### src/rtl/freq_pkg.sv
// ---------------------------------------------------------------------------
// freq_pkg
// Shared constants and types for the frequency generator / meter pair.
//   FREQ_CLK_HZ : default system clock rate in Hz (shared with freq_meter)
//   FREQ_W_DFLT : default width of a frequency request in Hz
//   gen_state_e : generator control states IDLE / RUN / STOPPING
// ---------------------------------------------------------------------------
package freq_pkg;

    localparam int FREQ_CLK_HZ = 100_000_000;
    localparam int FREQ_W_DFLT = 16;

    typedef enum logic [1:0] {
        IDLE     = 2'd0,
        RUN      = 2'd1,
        STOPPING = 2'd2
    } gen_state_e;

endpackage

### src/rtl/freq_gen_nco.sv
// ---------------------------------------------------------------------------
// freq_gen_nco
// Phase accumulator that produces one toggle request each time the
// accumulated phase crosses CLK_HZ. The modulo is a subtraction, not a
// divider: the step never exceeds CLK_HZ, so at most one wrap per cycle.
// Ports:
//   clk, rst : system clock, asynchronous active-low reset
//   run      : accumulate this cycle; when low the accumulator is cleared
//   step     : phase increment per cycle (2 * frequency in Hz)
//   toggle   : combinational, high in the cycle the phase wraps
//   acc_clr  : accumulator currently holds zero
// ---------------------------------------------------------------------------
module freq_gen_nco
    import freq_pkg::*;
#(
    parameter int CLK_HZ = FREQ_CLK_HZ,
    parameter int ACC_W  = 28,
    parameter int STEP_W = FREQ_W_DFLT + 1
) (
    input  logic              clk,
    input  logic              rst,
    input  logic              run,
    input  logic [STEP_W-1:0] step,
    output logic              toggle,
    output logic              acc_clr
);

    localparam logic [ACC_W-1:0] MODULUS = ACC_W'(CLK_HZ);

    logic [ACC_W-1:0] acc;
    logic [ACC_W-1:0] sum;

    always_comb begin
        sum    = acc + ACC_W'(step);
        toggle = run && (sum >= MODULUS);
    end

    assign acc_clr = (acc == '0);

    always_ff @(posedge clk or negedge rst) begin
        if (!rst) begin
            acc <= '0;
        end else if (!run) begin
            acc <= '0;
        end else if (sum >= MODULUS) begin
            acc <= sum - MODULUS;
        end else begin
            acc <= sum;
        end
    end

endmodule

### src/rtl/freq_gen.sv
// ---------------------------------------------------------------------------
// freq_gen
// Programmable square-wave generator. signal_out runs at freq_cur Hz, built
// from the system clock with a phase accumulator. New frequencies captured
// by load are applied only on a falling edge of signal_out while running
// (or one cycle after capture while idle), so every period completes.
// Optional build macro: FREQ_GEN_BURST_EN adds burst_len / done for a
// fixed number of periods per run.
// Ports:
//   clk, rst   : system clock, asynchronous active-low reset
//   en         : run request (level)
//   freq_set   : requested frequency in Hz (0 legal)
//   load       : one-cycle strobe capturing freq_set
//   burst_len  : (burst build) periods per run, 0 = continuous
//   done       : (burst build) one-cycle pulse when a burst finishes
//   busy       : a captured frequency is waiting to be applied
//   signal_out : generated square wave (registered)
//   active     : high in RUN or STOPPING
//   edge_cnt   : rising edges of signal_out since reset, wrapping
// ---------------------------------------------------------------------------
module freq_gen
    import freq_pkg::*;
#(
    parameter int CLK_HZ = FREQ_CLK_HZ,
    parameter int FREQ_W = FREQ_W_DFLT,
    parameter int ACC_W  = 28
) (
    input  logic              clk,
    input  logic              rst,
    input  logic              en,
    input  logic [FREQ_W-1:0] freq_set,
    input  logic              load,
`ifdef FREQ_GEN_BURST_EN
    input  logic [15:0]       burst_len,
    output logic              done,
`endif
    output logic              busy,
    output logic              signal_out,
    output logic              active,
    output logic [15:0]       edge_cnt
);

    localparam longint MAX_STEP = 2 * ((longint'(1) << FREQ_W) - 1);

    // A step larger than CLK_HZ could wrap twice per cycle; an accumulator
    // too narrow could overflow before the wrap subtraction.
    if (longint'(CLK_HZ) < MAX_STEP) begin : g_chk_clk
        $error("freq_gen: CLK_HZ must be >= 2*(2^FREQ_W-1)");
    end
    if ((longint'(1) << ACC_W) <= longint'(CLK_HZ) + MAX_STEP) begin : g_chk_acc
        $error("freq_gen: ACC_W too small for CLK_HZ and FREQ_W");
    end

    gen_state_e        state;
    logic [FREQ_W-1:0] freq_cur;
    logic [FREQ_W-1:0] freq_pend;
    logic              cap_idle;     // pending value was captured while idle
    logic              run_cyc;
    logic              toggle;
    logic              acc_clr;
    logic              fall;
    logic              rise;
    logic              apply;
    logic              start_ok;
    logic              burst_end;

    // Dropping en while low stops immediately; otherwise the high phase
    // keeps accumulating so it completes before IDLE.
    always_comb begin
        run_cyc = ((state == RUN) && (en || signal_out)) || (state == STOPPING);
        fall    = toggle && signal_out;
        rise    = toggle && !signal_out;
        apply   = busy && ((state == IDLE) || cap_idle || fall);
    end

    freq_gen_nco #(
        .CLK_HZ (CLK_HZ),
        .ACC_W  (ACC_W),
        .STEP_W (FREQ_W + 1)
    ) u_nco (
        .clk     (clk),
        .rst     (rst),
        .run     (run_cyc),
        .step    ({freq_cur, 1'b0}),
        .toggle  (toggle),
        .acc_clr (acc_clr)
    );

`ifdef FREQ_GEN_BURST_EN
    logic [15:0] burst_n;
    logic [15:0] rise_cnt;
    logic        hold;           // burst finished, wait for en to drop

    assign burst_end = fall && (burst_n != 16'd0) && (rise_cnt >= burst_n);
    assign start_ok  = en && acc_clr && !hold;

    always_ff @(posedge clk or negedge rst) begin
        if (!rst) begin
            burst_n  <= '0;
            rise_cnt <= '0;
            hold     <= 1'b0;
            done     <= 1'b0;
        end else begin
            done <= burst_end;
            if ((state == IDLE) && start_ok) begin
                burst_n  <= burst_len;
                rise_cnt <= '0;
            end else if (rise) begin
                rise_cnt <= rise_cnt + 16'd1;
            end
            if (burst_end) begin
                hold <= 1'b1;
            end else if (!en) begin
                hold <= 1'b0;
            end
        end
    end
`else
    assign burst_end = 1'b0;
    assign start_ok  = en && acc_clr;
`endif

    // Load / pending handling. A load coinciding with an apply leaves the
    // new value pending: the apply takes the old freq_pend.
    always_ff @(posedge clk or negedge rst) begin
        if (!rst) begin
            freq_cur  <= '0;
            freq_pend <= '0;
            busy      <= 1'b0;
            cap_idle  <= 1'b0;
        end else begin
            if (apply) begin
                freq_cur <= freq_pend;
            end
            if (load) begin
                freq_pend <= freq_set;
                busy      <= 1'b1;
                cap_idle  <= (state == IDLE);
            end else begin
                cap_idle <= 1'b0;
                if (apply) begin
                    busy <= 1'b0;
                end
            end
        end
    end

    always_ff @(posedge clk or negedge rst) begin
        if (!rst) begin
            signal_out <= 1'b0;
            edge_cnt   <= '0;
        end else begin
            if (toggle) begin
                signal_out <= !signal_out;
            end
            if (rise) begin
                edge_cnt <= edge_cnt + 16'd1;
            end
        end
    end

    // Control FSM. Entry to RUN waits for a cleared accumulator so every
    // run starts from zero phase after a stop mid-period.
    always_ff @(posedge clk or negedge rst) begin
        if (!rst) begin
            state  <= IDLE;
            active <= 1'b0;
        end else begin
            case (state)
                IDLE: begin
                    if (start_ok) begin
                        state  <= RUN;
                        active <= 1'b1;
                    end
                end
                RUN: begin
                    if (burst_end || (!en && (!signal_out || fall))) begin
                        state  <= IDLE;
                        active <= 1'b0;
                    end else if (!en) begin
                        state <= STOPPING;
                    end
                end
                STOPPING: begin
                    if (burst_end || (!en && fall)) begin
                        state  <= IDLE;
                        active <= 1'b0;
                    end else if (en) begin
                        state <= RUN;
                    end
                end
                default: begin
                    state  <= IDLE;
                    active <= 1'b0;
                end
            endcase
        end
    end

endmodule
### config.mk
export PLATFORM = sky130hd
export DESIGN_NAME = freq_gen
export DESIGN_NICKNAME = d
export VERILOG_FILES = /design/src/rtl/freq_pkg.sv /design/src/rtl/freq_gen_nco.sv /design/src/rtl/freq_gen.sv
export SDC_FILE = /design/constraint.sdc
export NUM_CORES = 1
export LEC_CHECK = 0
export CAP_MARGIN = 0
export CORE_ASPECT_RATIO = 0.75
export CORE_UTILIZATION = 52
export DETAILED_ROUTE_END_ITERATION = 7
export DONT_BUFFER_PORTS = 1
export PLACE_DENSITY = 0.67
export SYNTH_ARGS = -nofsm -noshare
export SYNTH_HDL_FRONTEND = slang
export SYNTH_SLANG_ARGS = --single-unit
### constraint.sdc
create_clock -name clk -period 10.4 [get_ports clk]
set_input_delay 2.08 -clock clk [delete_from_list [all_inputs] [get_ports clk]]
set_output_delay 2.08 -clock clk [all_outputs]
set_load 0.02 [all_outputs]
* Yosys cells after proc, flatten, opt, wreduce, memory -nomap -nowiden
Index checks and enable logic that the tools add are counted.
Storage, ports and cells: flip-flop bits (word level) 82, output and inout bits 19
Cells by class: add/subtract/negate cells 3, order comparisons 1, reduce and logical (&&, ||, !) cells 20, mux-type cells 15, equal/unequal tests 7
Operators by type and width (number):
- $mux W28 | 2
- $add A28 B17 Y28 | 1
- $ge A28 B27 Y1 const B | 1
- $logic_not A28 Y1 | 1
- $sub A28 B27 Y28 const B | 1
- $add A16 B1 Y16 const B | 1
- $mux W2 | 5
- $logic_and A1 B1 Y1 | 8
- $mux W1 | 6
- $ne A3 B2 Y1 const B | 2
- $pmux W2 S3 | 1
- $reduce_and A3 Y1 | 2
- $logic_or A1 B1 Y1 | 5
- $ne A2 B1 Y1 const B | 2
- $pmux W1 S3 | 1
- $eq A2 B1 Y1 const B | 1
- $eq A2 B2 Y1 const B | 1
- $logic_not A1 Y1 | 2
- $logic_not A2 Y1 | 1
- $ne A2 B2 Y1 const B | 1
- $reduce_bool A2 Y1 | 1

* Depth between registers and ports, before layout
depth after elaboration 9, gate-level depth with buffers 18, gate-level depth less buffers 15

* Hierarchy
From an unflattened synthesis, not the netlist that was laid out.
Unflattened totals: cells, all modules 489, area, all modules 5012.3 um^2
By module, submodules not included:
- freq_gen_nco | times used 1, cells an instance 334, area an instance 2767.7 um^2
- freq_gen | times used 1, cells an instance 155, area an instance 2244.7 um^2

* Worst setup path after synthesis
OpenSTA, ideal clock, no wires.
path kind reg2reg, from register freq_cur[0], to register edge_cnt[11], required time 10.271 ns, data arrival time 3.621 ns, setup slack 6.650 ns, cell stages (with the launch flop) 16, period minus slack after synthesis 3.750 ns, cell sequence dfrtp_1 -> ha_1 -> fa_1 -> nand3_1 -> a21oi_1 -> nor2_1 -> xor2_1 -> ha_1 -> nor4b_1 -> nand2_1 -> or4_1 -> nand4_2 -> a31o_2 -> a21oi_2 -> or4_1 -> xnor2_1
Between the ends: word-level cells in the longest chain between the ends 4
RTL lines:
- from (decl) | line freq_gen.sv:55 | logic [FREQ_W-1:0] freq_cur;
- from (signal assigned) | line freq_gen.sv:133 | freq_cur <= freq_pend;
- $add A28 B17 Y28 | line freq_gen_nco.sv:34 | sum = acc + ACC_W'(step);
- $ge A28 B27 Y1 | line freq_gen_nco.sv:35 | toggle = run && (sum >= MODULUS);
- $logic_and A1 B1 Y1 | line freq_gen_nco.sv:35
- $logic_and A1 B1 Y1 | line freq_gen.sv:72 | rise = toggle && !signal_out;
- to (signal assigned) | line freq_gen.sv:157 | edge_cnt <= edge_cnt + 16'd1;
- to (decl) | line freq_gen.sv:40 | output logic [15:0] edge_cnt
Every way passes these cells. A chain may end at the register's enable or synchronous reset.

* Final worst setup path
from register u_nco.acc[1], to register edge_cnt[1]
Between the ends: word-level cells in the longest chain between the ends 4
RTL lines:
- from (decl) | line freq_gen_nco.sv:30 | logic [ACC_W-1:0] acc;
- from (signal assigned) | line freq_gen_nco.sv:46 | acc <= sum - MODULUS;
- from (signal assigned) | line freq_gen_nco.sv:48 | acc <= sum;
- $add A28 B17 Y28 | line freq_gen_nco.sv:34
- $ge A28 B27 Y1 | line freq_gen_nco.sv:35
- $logic_and A1 B1 Y1 | line freq_gen_nco.sv:35
- $logic_and A1 B1 Y1 | line freq_gen.sv:72
Every way passes these cells.

==> results.yml <==
synthesis:
  yosysSeqAreaShare: 0.375
  synth_top_family_by_area: "simple AND/OR/NAND/NOR gates"
  synth_xor_area_frac: 0.0484
  synth_common_cells: "dfrtp_1, nand2_1, a21oi_1"
  yosysUniqueCellTypes: 81
  netlist_area_sq_um: 5400
  yosysTopAreaCell: "dfrtp_1"
  synth_nets: 591
  synth-simple-area-share: 0.215
  synthArstFlopShare: 1.00
  synth.avg_cell_area_sq_um: 9.81
  synthMuxAreaShare: 0.0834
  yosys_register_bits: 81
  synth_edf_count: 0
  synth_top_area_frac: 0.375
  synth_area_leaders: "dfrtp_1, mux2_2, ha_1"
  synthFlopType: "dfrtp_1"
  synthMostInstantiatedCell: "dfrtp_1"
  synth_compound_area_frac: 0.190
  yosys.area_share.adder: 0.0477
  yosys_warnings: 0
  synthCells: 551
clock_tree:
  clockRootBuffer: "clkbuf_16"
  clkLatencyLatePin_ps: 340
  cts_tree: "done"
  hold_buffers: 0
  ctsResizeCount: 0
  cts_max_level: 3
  clk_path_buf_depth: 2
  cts_buffers: 9
  cts.sinks: 81
  cts_setup_buffers: 0
  cts.reportedPaths.clkPinSlew_ps: 70
drt:
  ant_nets: 0
  drcViolationCount: 0
  drt_pass1_iterations: 5
  routed_via_density: 6.61
  routedWlPerCell_microns: 20.3
  drt_iter0_drc: 552
  routed_wl_mm: 13.7
  via_count: 4461
sta:
  fmax_ghz: 0.215
  setup_violations: 0
  drv_slew: 0
  final_hold_viol_count: 0
  setup_tns_ps: 0
  rsz0062_at_grt: "no"
  fin_ws_ps: 5750
  slew_headroom: 0.315
  tightest_slew_ps: 1020
  timing.final.crit_share: 0.447
  clock_skew_ps: 6.73
  fin_crit_ps: 4650
cells_and_area:
  finalNonFillerCells: 675
  finish.net_count: 578
  drive_above_1_share: 0.158
  nFillCells: 877
  syn_to_final_growth_pct: 5.81
  num_antenna_cells: 0
setup_path:
  endpoint_kind: "flop"
  critPathKind: "reg2reg"
  startpoint_type: "flop"
  required_ps: 10630
  crit_arrival_ps: 4880
  path_max_fanout: 39
  r2r_cells: 16
  rrSetupSlack_ps: 5750
pwr:
  ir_worst_vdd_uv: 150
  powerDensity_nw_per_um2: 233
  total_leakage_power_nw: 2.42
die:
  die_w_microns: 120
  start_util: 0.546
  die_h_microns: 90.3
  dieArea_sq_um: 10800
  core_sq_um: 9890
  fp-row-count: 31
  ios: 39
grt:
  gr-total-overflow: 0
  grt_pass1_vias: 4025
  grt.total_usage: 0.263
  grt_max_degree: 82
  antenna_found_initial: 0
  grt_pass1_wl_mm: 22.0
min_path:
  holdPathStages: 1
  hold_class: "reg2reg"
flow_run:
  maxCapViolCount: 0
placed_design:
  place_inst: 659
  portBuffers: 0
  post-place-ws_ps: 5910
  place_hpwl_mm: 10.1
  gp_congestion: 0.884
run_status:
  status: "completed"
## worst max-delay path, stage by stage (launching register included)
cell     delay (ps)
dfrtp_1         420
ha_1            230
fa_1            430
nand3_1         140
a21oi_1         140
nor2_1          250
xor2_1          390
ha_1            220
nor4b_1         300
nand2_1          80
or4_1           530
nand4_2         150
a31oi_4         130
o21ai_2         160
buf_4           390
nand3_1         230
mux2_2          320
## per-layer routing
| layer | up-vias | wire length, microns | global-route usage |
|---|---|---|---|
| li1 | 2041 | - | - |
| met1 | 2181 | 6730 | 0.422 |
| met2 | 217 | 5540 | 0.349 |
| met3 | 22 | 1210 | 0.0511 |
| met4 | 0 | 193 | 0.0750 |
| met5 | - | 0 | 0 |
## flip-flops by register name (all words and copies together), names as in the netlist
signal	count
busy	1
active	1
u_nco.acc	27
freq_pend	16
cap_idle	1
freq_cur	16
state	2
signal_out	1
edge_cnt	16
## stage by stage
stage / hold slack (ps) / utilization / cell area (sq um) / power (W)
finish: 504 / 0.578 / 5720 / 0.00133
global route: 527 / 0.578 / 5720 / 0.00140
CTS: 507 / 0.578 / 5720 / 0.00132
detailed placement: 491 / 0.546 / 5400 / 0.000980
global placement: 487 / 0.546 / 5400 / 0.000979
floorplan: 477 / - / 5400 / 0.000879
## power by group
group	internal, W	total (W)	switching [W]
Clock	0.000194	0.000335	0.000141
Combinational	0.000223	0.000577	0.000354
Sequential	0.000365	0.000418	0.0000532
Total	0.000781	0.00133	0.000548
## final timing paths
path,startpoint,endpoint
min in group asynchronous,rst,freq_pend[0]
max reg2reg,u_nco.acc[1],edge_cnt[1]
max in group asynchronous,rst,edge_cnt[14]
min reg2reg,freq_pend[2],freq_pend[2]
min,freq_pend[2],freq_pend[2]
max,u_nco.acc[1],edge_cnt[1]
## cell type report
type                            instances  area (sq um)  area share
Multi-Input combinational cell        434          3160       0.552
Sequential cell                        81          2030       0.354
Clock buffer                            9           225      0.0394
Tap cell                              132           165      0.0289
Clock inverter                          7          90.1      0.0158
Inverter                               10          37.5     0.00656
Timing Repair Buffer                    2          15.0     0.00263
## placed cells by master (no fill, tap or decap), drive strengths merged, types with 4 or more instances in the layout
cell type / n
a21o: 12
a21oi: 44
a31o: 4
a31oi: 4
and2: 16
and3: 12
and4: 5
clkbuf: 9
dfrtp: 81
ha: 19
inv: 16
mux2: 34
nand2: 38
nand3: 32
nand4: 23
nor2: 28
nor3: 18
nor3b: 7
nor4: 6
o2111ai: 4
o211ai: 4
o21ai: 30
o31ai: 4
or3: 7
or4: 7
xnor2: 24
xor2: 5
## logic make-up (layout without fill, tap and decap cells)
kind of cell / count (synthesis) / in the layout
flops: 81 / 81
mux: 37 / 37
buf+inv: 36 / 28
xor+xnor: 29 / 29
fa+ha+maj: 20 / 20
simple gates: 212 / 212
compound gates: 136 / 136
Note: power is estimated with default switching activity, not from simulation.
